===== src/rtl/button_event_gen.sv =====
// button_event_gen: turns a debounced button level into one-cycle press/release/long/repeat events.
// Defining AUTO_REPEAT_EN enables periodic repeat_pulse while the button is in long hold.
`timescale 1ns/1ps
module button_event_gen #(
    parameter int unsigned LONG_COUNT   = 50000000,
    parameter int unsigned REPEAT_COUNT = 10000000,
    parameter int unsigned CNT_W        = 26
) (
    input  logic       clk,
    input  logic       reset,
    input  logic       clean_level,
    output logic       press_pulse,
    output logic       release_pulse,
    output logic       long_pulse,
    output logic       repeat_pulse,
    output logic       long_held,
    output logic [7:0] press_count
);

    localparam int unsigned PCNT_W = 8;
    localparam logic [CNT_W-1:0] LONG_LAST = CNT_W'(LONG_COUNT - 1);
    localparam logic [CNT_W-1:0] REP_LAST  = CNT_W'(REPEAT_COUNT - 1);

    typedef enum logic [1:0] {
        S_IDLE    = 2'd0,
        S_PRESSED = 2'd1,
        S_HOLD    = 2'd2
    } state_e;

    state_e             state_q, state_d;
    logic               lvl_q;
    logic [CNT_W-1:0]   cnt_q, cnt_d;
    logic               press_q, press_d;
    logic               release_q, release_d;
    logic               long_q, long_d;
    logic               repeat_q, repeat_d;
    logic               held_q, held_d;
    logic [PCNT_W-1:0]  press_count_q, press_count_d;
    logic               rise_c, fall_c;

    assign rise_c = clean_level & ~lvl_q;
    assign fall_c = ~clean_level & lvl_q;

    // State register
    always_ff @(posedge clk or negedge reset) begin
        if (!reset) begin
            state_q <= S_IDLE;
        end else begin
            state_q <= state_d;
        end
    end

    // Next-state logic; a fall always takes priority over a terminal count
    always_comb begin
        state_d = state_q;
        case (state_q)
            S_IDLE: begin
                if (rise_c) state_d = S_PRESSED;
            end
            S_PRESSED: begin
                if (fall_c)                  state_d = S_IDLE;
                else if (cnt_q == LONG_LAST) state_d = S_HOLD;
            end
            S_HOLD: begin
                if (fall_c) state_d = S_IDLE;
            end
            default: state_d = S_IDLE;
        endcase
    end

    // Output and counter next values
    always_comb begin
        cnt_d         = cnt_q;
        press_d       = 1'b0;
        release_d     = 1'b0;
        long_d        = 1'b0;
        repeat_d      = 1'b0;
        held_d        = 1'b0;
        press_count_d = press_count_q;
        case (state_q)
            S_IDLE: begin
                if (rise_c) begin
                    press_d       = 1'b1;
                    press_count_d = press_count_q + PCNT_W'(1);
                    cnt_d         = '0;
                end
            end
            S_PRESSED: begin
                if (fall_c) begin
                    release_d = 1'b1;
                end else if (cnt_q == LONG_LAST) begin
                    long_d = 1'b1;
                    cnt_d  = '0;
                end else begin
                    cnt_d = cnt_q + CNT_W'(1);
                end
            end
            S_HOLD: begin
                held_d = ~fall_c;
                if (fall_c) begin
                    release_d = 1'b1;
                end else begin
`ifdef AUTO_REPEAT_EN
                    if (cnt_q == REP_LAST) begin
                        repeat_d = 1'b1;
                        cnt_d    = '0;
                    end else begin
                        cnt_d = cnt_q + CNT_W'(1);
                    end
`else
                    cnt_d = '0;
`endif
                end
            end
            default: cnt_d = '0;
        endcase
    end

`ifndef AUTO_REPEAT_EN
    logic unused_rep_last;
    assign unused_rep_last = ^REP_LAST;
`endif

    // Level history, counter and registered outputs
    always_ff @(posedge clk or negedge reset) begin
        if (!reset) begin
            lvl_q         <= 1'b0;
            cnt_q         <= '0;
            press_q       <= 1'b0;
            release_q     <= 1'b0;
            long_q        <= 1'b0;
            repeat_q      <= 1'b0;
            held_q        <= 1'b0;
            press_count_q <= '0;
        end else begin
            lvl_q         <= clean_level;
            cnt_q         <= cnt_d;
            press_q       <= press_d;
            release_q     <= release_d;
            long_q        <= long_d;
            repeat_q      <= repeat_d;
            held_q        <= held_d;
            press_count_q <= press_count_d;
        end
    end

    assign press_pulse   = press_q;
    assign release_pulse = release_q;
    assign long_pulse    = long_q;
    assign repeat_pulse  = repeat_q;
    assign long_held     = held_q;
    assign press_count   = press_count_q;

endmodule


===== config.mk =====
export PLATFORM = sky130hd
export DESIGN_NAME = button_event_gen
export DESIGN_NICKNAME = d
export VERILOG_FILES = /design/src/rtl/button_event_gen.sv
export SDC_FILE = /design/constraint.sdc
export NUM_CORES = 1
export LEC_CHECK = 0
export CAP_MARGIN = 10
export CORE_ASPECT_RATIO = 0.9
export CORE_MARGIN = 4
export CORE_UTILIZATION = 45
export DETAILED_ROUTE_END_ITERATION = 10
export PLACE_DENSITY_LB_ADDON = 0.25
export SLEW_MARGIN = 20
export SYNTH_ARGS = -nofsm -noshare
export SYNTH_HDL_FRONTEND = slang
export SYNTH_SLANG_ARGS = --single-unit

===== constraint.sdc =====
create_clock -name clk -period 4.7 [get_ports clk]
set_input_delay 0.94 -clock clk [delete_from_list [all_inputs] [get_ports clk]]
set_output_delay 0.94 -clock clk [all_outputs]
set_load 0.005 [all_outputs]

### Yosys cells after proc, flatten, opt, wreduce, memory -nomap -nowiden

Cells that the tools add are included.

* equality and inequality tests: 8
* reductions and logical operators: 5
* add/sub/neg operators: 2
* muxes and demuxes: 18
* bitwise gates (word level): 5

Operators with widths (number)
* $mux W26: 4
* $pmux W26 S3: 1
* $add A26 B1 Y26 const B: 1
* $eq A26 B26 Y1 const B: 1
* $add A8 B1 Y8 const B: 1
* $mux W1: 8
* $mux W2: 4
* $ne A2 B2 Y1 const B: 4
* $pmux W2 S3: 1
* $reduce_and A3 Y1: 2
* $ne A3 B3 Y1 const B: 1
* $not A1 Y1: 3
* $and A1 B1 Y1: 2
* $eq A2 B1 Y1 const B: 1
* $eq A2 B2 Y1 const B: 1
* $logic_not A2 Y1: 1
* $reduce_and A2 Y1: 1
* $reduce_or A2 Y1: 1

* input bits: 3
* output and inout port bits: 13
* register bits after elaboration: 41
* logic and storage cells: 46

### Logic depth before layout (Yosys ltp)

Gate-level depths: netlist of the first run.

* depth after elaboration: 4
* mapped depth: 9
* mapped depth without buffers: 7

### Worst setup path after synthesis of the first run

OpenSTA, ideal clock, no wires.

* kind: register -> register
* start point: register cnt_q[16]
* end point: register cnt_q[12]
* cell stages (with the launch flop): 8
* arrival time: 2424 ps
* clock period less this slack: 2545 ps
* slack: 2155 ps
* cell sequence: dfrtp_1 -> buf_6 -> or4_1 -> or4_4 -> o31a_2 -> buf_6 -> a21o_1 -> a22o_1

* cells in the longest elaborated chain, start to end: 4

RTL lines
* from (decl): line 32 `logic [CNT_W-1:0] cnt_q, cnt_d;`
* from (signal assigned): line 137 `cnt_q <= cnt_d;`
* $eq A26 B26 Y1: line 91 `end else if (cnt_q == LONG_LAST) begin`
* $mux W26: line 91
* $mux W26: line 89 `if (fall_c) begin`
* $pmux W26 S3: line 80 `case (state_q)`

No other way between the ends. The select of a mux whose other input is x is not followed.
A chain may end at the register's enable or synchronous reset.

### Worst setup path after layout of the first run

* start point: register cnt_q[18]
* end point: register cnt_q[19]

* cells in the longest elaborated chain, start to end: 4
* elaborated cells on any way between the ends: 5
* classes of those cells: add/sub (1); eq/ne (1); mux (3)

RTL lines (line)
* $add A26 B1 Y26 / $eq A26 B26 Y1 (equally long branches): 95, 91
* $mux W26 *: 91
* $mux W26 *: 89
* $pmux W26 S3 *: 80

Every way passes the cells marked *; elsewhere a longest branch is shown, timed or not. The select of a mux whose other input is x is not followed.

==> impl_metrics.toml, run 1 <==
[global_route]
grt_pass1_wl_mm = 8.18
gr-usage-met3 = 0.0562
grt_max_degree = 42
use_met2 = 0.259
antenna_found_initial = 0
grt_use_total = 0.176
use_met1 = 0.249
busiest_layer = "met2"
grt_pass1_vias = 1627
grt_remaining_overflow = 0

[synthesis]
synth-seq-area-share = 0.454
synthArstFlopShare = 1.00
synthTopCellsByArea = "dfrtp_1, nand2_1, xnor2_1"
netlist.area_leader.share = 0.454
syn_inst = 228
ys_seq_elements = 41
synth_warnings = 0
syn_area_um2 = 2260
synth_top_flop_cell = "dfrtp_1"
synth-edff-count = 0
synth_commonest_cells = "dfrtp_1, nand2_1, nand3_1"
synth.most_common_cell = "dfrtp_1"
yosys.area.top_type = "dfrtp_1"
syn-num-nets = 236
synth.avg_cell_area_um2 = 9.92
synth_cell_types = 49

[sta]
setup_slack_ps = 1900
relSlewSlack = 0.383
clock.fmax_ghz = 0.357
rsz0062_at_grt = "false"
period_share = 0.597
setup_viol = 0
fin_crit_ps = 2800
report.final.slew_viol_count = 0
fin_setup_tns_ps = 0
hold_viol_final = 0
skew_ps = 5.79
worstMarginPinSlew_ps = 926
hold_ws_ps = 472

[clocking]
clk_path_buf_depth = 2
clockRootBuffer = "clkbuf_8"
cts_sinks = 41
ctsHoldBuffers = 0
cts-buffers-inserted = 5
cts_setup_buffers = 0
h-tree-depth = 2
clkTransAtPathRegs_ps = 80
clk_latency_ps = 300
cts-resized-gates = 0
cts_tree = "built"

[floorplan]
die_area_um2 = 6220
die_h_um = 75.2
initial_core_util = 0.465
core_um2 = 4860
io_pins = 16
row_count = 24
fp.dieW_um = 82.7

[run_status]
status = "finished, final reports clean"

[drt]
routed_via_density = 5.72
wl_per_cell_um = 15.4
vias = 1751
wirelength_mm = 4.72
route.detailed.drc = 0
drt_iter0_markers = 121
detail-route-antenna-nets = 0
drtPass1Iterations = 4

[pwr]
p_per_area_nw_per_um2 = 433
ir_drop_v = 0.000230
p_leak_nw = 1.08
total_power_mw = 1.09

[cells_and_area]
stdcell_area_um2 = 2510
syn_to_final_growth_pct = 11.1
finalNonFillerCells = 306
layout-drive-gt1-share = 0.133
fin_util = 0.516
diodes = 0
layout.nets = 248

[placement]
post_dp_cell_area_um2 = 2410
dpl_worst_slack_ps = 1630
dp_cells = 298
place_hpwl_mm = 3.18
port_buffers = 14
routabilityCongestion = 0.803

[setup_path]
critPathMaxFanout = 12
crit_type = "register to register"
start_kind = "register"
arrival_ps = 2990
cp-end-kind = "register"
worst_ep_required_time_ps = 4890

[job]
drv_cap = 0

[worst_hold_path]
hp-class = "register to register"
[cell families after synthesis]
kind of cell | share of synthesized area
XOR/XNOR | 0.0349
multiplexers | 0.00996
AO/OA/AOI/OAI | 0.171
flip-flops | 0.454
buffers and inverters | 0.0476
other | 0.00166
AND/OR/NAND/NOR | 0.253
adder cells (fa/ha/maj) | 0.0277
[critical path, cell delays in order (launching register included)]
cell and delay (ps):
dfrtp_1 470, or4_1 540, or4_4 570, o31ai_4 500, nor2_2 240, a221o_1 370
[state kept, by name (all words and copies together), names as in the netlist]
register and flops:
long_held 1, press_pulse 1, cnt_q 26, long_pulse 1, press_count 8, state_q 2, lvl_q 1, release_pulse 1
[worst paths after layout]
check	from	end	slack [ps]	cells past startpoint
setup / recovery	cnt_q[18]	cnt_q[19]	1900	5
hold / removal	press_count[7]	press_count[7]	470	1
setup reg to reg	cnt_q[18]	cnt_q[19]	1900	5
hold reg to reg	press_count[7]	press_count[7]	470	1
max in group asynchronous	reset	release_pulse	3350	1
min in group asynchronous	reset	cnt_q[23]	770	1
[cells in the final DEF, fill, tap and decap left out, types with 6 or more instances in the layout]
cell type	instances
nand2_1	25
and3_2	6
nor4_1	6
nand3_1	11
nand4_1	10
dfrtp_1	41
inv_1	7
xnor2_1	8
clkdlybuf4s50_1	13
clkbuf_8	7
nor2_1	10
o21ai_0	10
a221o_1	6
a21oi_1	8
[per-layer routing]
metal	up-vias	wire length (um)
met2	32	2050
met5	-	0
met4	0	50
met3	6	223
met1	844	2400
li1	869	-
[final cells by class]
cell class                      instances  area, um2
Sequential cell                        41       1030
Timing Repair Buffer                   15        143
Multi-Input combinational cell        170       1130
Clock buffer                            7       96.3
Tap cell                               65       81.3
Clock inverter                          1       5.00
Fill cell                             477       2350
Inverter                                7       26.3
[power by group]
part	switching [mW]	internal [mW]
Clock	0.127	0.133
Sequential	0.0647	0.402
Combinational	0.211	0.149
Total	0.403	0.684
No activity file was read; power rests on OpenSTA's default activity.
==> inputs of run 2 (changes only) <==
clock period = 2.66 ns   (was 4.7 ns; I/O delays follow)
==> run 2 against run 1 <==
  * Global-route usage increased by 0.37 points
  * Cell area increased by 3.4%
  * Non-clock buffer count increased by 11
  * Register-to-register slack got worse by 1800 ps
  * Die area unchanged
  * Routed wire length increased by 3.7%
  * Combinational power increased by 100%
  * Core utilization increased by 1.7 points
  * Maximum frequency increased by 10%
  * Critical path type unchanged
  * Largest cell class unchanged
==> impl_metrics.toml, run 2 (same netlist as run 1, synthesis figures left out) <==
[run_status]
status = "finished, final reports clean"

[global_route]
grt_remaining_overflow = 0
grt_pass1_wl_mm = 8.42
antenna_found_initial = 0
grt_max_degree = 42
grt_pass1_vias = 1734
grt_use_total = 0.180

[clocking]
cts_tree = "built"
ctsHoldBuffers = 0
clkTransAtPathRegs_ps = 80
clockRootBuffer = "clkbuf_8"
clk_latency_ps = 290
cts-buffers-inserted = 5
cts_setup_buffers = 0
clk_path_buf_depth = 2
cts_sinks = 41
h-tree-depth = 2

[cells_and_area]
largest_register_ffs = 26
multi_input_area_um2 = 1140
layout-drive-gt1-share = 0.171
stdcell_area_um2 = 2600
layout.nets = 259
num-fill-cells = 450
finalNonFillerCells = 317
final_common_cell = "dfrtp_1"
fin_util = 0.534
seq_area_um2 = 1030
final_cell_mix = "dfrtp_1, nand2_1, clkdlybuf4s50_1"
syn_to_final_growth_pct = 14.8
diodes = 0
largest_register = "cnt_q"

[sta]
hold_viol_final = 0
relSlewSlack = 0.379
skew_ps = 13.0
hold_ws_ps = 380
period_share = 0.957
report.final.slew_viol_count = 0
rsz0062_at_grt = "false"
setup_viol = 0
fin_setup_tns_ps = 0
worstMarginPinSlew_ps = 932
clock.fmax_ghz = 0.393
fin_crit_ps = 2550
setup_slack_ps = 115

[floorplan]
fp.dieW_um = 82.7
io_pins = 16
die_area_um2 = 6220
row_count = 24
initial_core_util = 0.465
die_h_um = 75.2
core_um2 = 4860

[setup_path]
crit_type = "register to register"
arrival_ps = 2720
reg2reg_depth = 5
start_kind = "register"
reg2reg_slack_ps = 110
cp-end-kind = "register"
r2r-end = "cnt_q[19]"
rr_startpoint = "cnt_q[10]"
critPathMaxFanout = 17
worst_ep_required_time_ps = 2830

[drt]
routed_via_density = 5.72
drt_iter0_markers = 120
drtPass1Iterations = 4
detail-route-antenna-nets = 0
wl_per_cell_um = 15.4
wirelength_mm = 4.90
vias = 1814
route.detailed.drc = 0

[placement]
dpl_worst_slack_ps = 61.3
place_hpwl_mm = 3.41
port_buffers = 14
dp_cells = 309
routabilityCongestion = 0.787
post_dp_cell_area_um2 = 2490

[pwr]
ir_drop_v = 0.000534
total_power_mw = 1.97
p_leak_nw = 1.15
p_per_area_nw_per_um2 = 757

[job]
drv_cap = 0

[worst_hold_path]
hp-class = "input port to asynchronous set/reset pin"
-- run 2: area by class of cell --
| cell class | count | share of cell area |
|---|---|---|
| multi-input cells | 170 | 0.440 |
| repair buffers | 26 | 0.0867 |
| clock inverters | 2 | 0.00530 |
| well taps | 65 | 0.0313 |
| clock buffers | 6 | 0.0318 |
| inverters | 7 | 0.0101 |
| flip-flops and latches | 41 | 0.395 |
-- run 2: critical path, stage by stage, from the launching register on --
cell and delay, ps:
dfrtp_1 420, or4_1 480, or4_4 580, o31a_4 470, and3_2 220, a221o_1 250
-- run 2: what timing repair did --
action / CTS / global route
gates resized for setup: 0 / 1
hold endpoints to repair: 0 / 0
endpoints found under the setup margin: 0 / 3
-- run 2: worst max-delay path by stage --
stage	start	end	depth (start not counted)
6_report	cnt_q[10]	cnt_q[19]	5
3_5_place_dp	cnt_q[18]	cnt_q[25]	5
3_3_place_gp	cnt_q[18]	cnt_q[24]	5
5_1_grt	cnt_q[18]	cnt_q[24]	5
2_1_floorplan	cnt_q[16]	cnt_q[12]	7
4_1_cts	cnt_q[18]	cnt_q[25]	5
-- run 2: layer usage --
metal  up-vias  GRT usage  part of all wire
li1        894          -                 -
met1       885      0.255              0.48
met2        33      0.275              0.47
met3         2     0.0359             0.034
met4         0     0.0617            0.0088
met5         -          0                 0
-- run 2: where the power goes --
group / switching [mW] / internal, mW / leakage (nW)
sequential: 0.0973 / 0.711 / 0.557
combinational: 0.411 / 0.317 / 0.539
clock: 0.219 / 0.210 / 0.0512
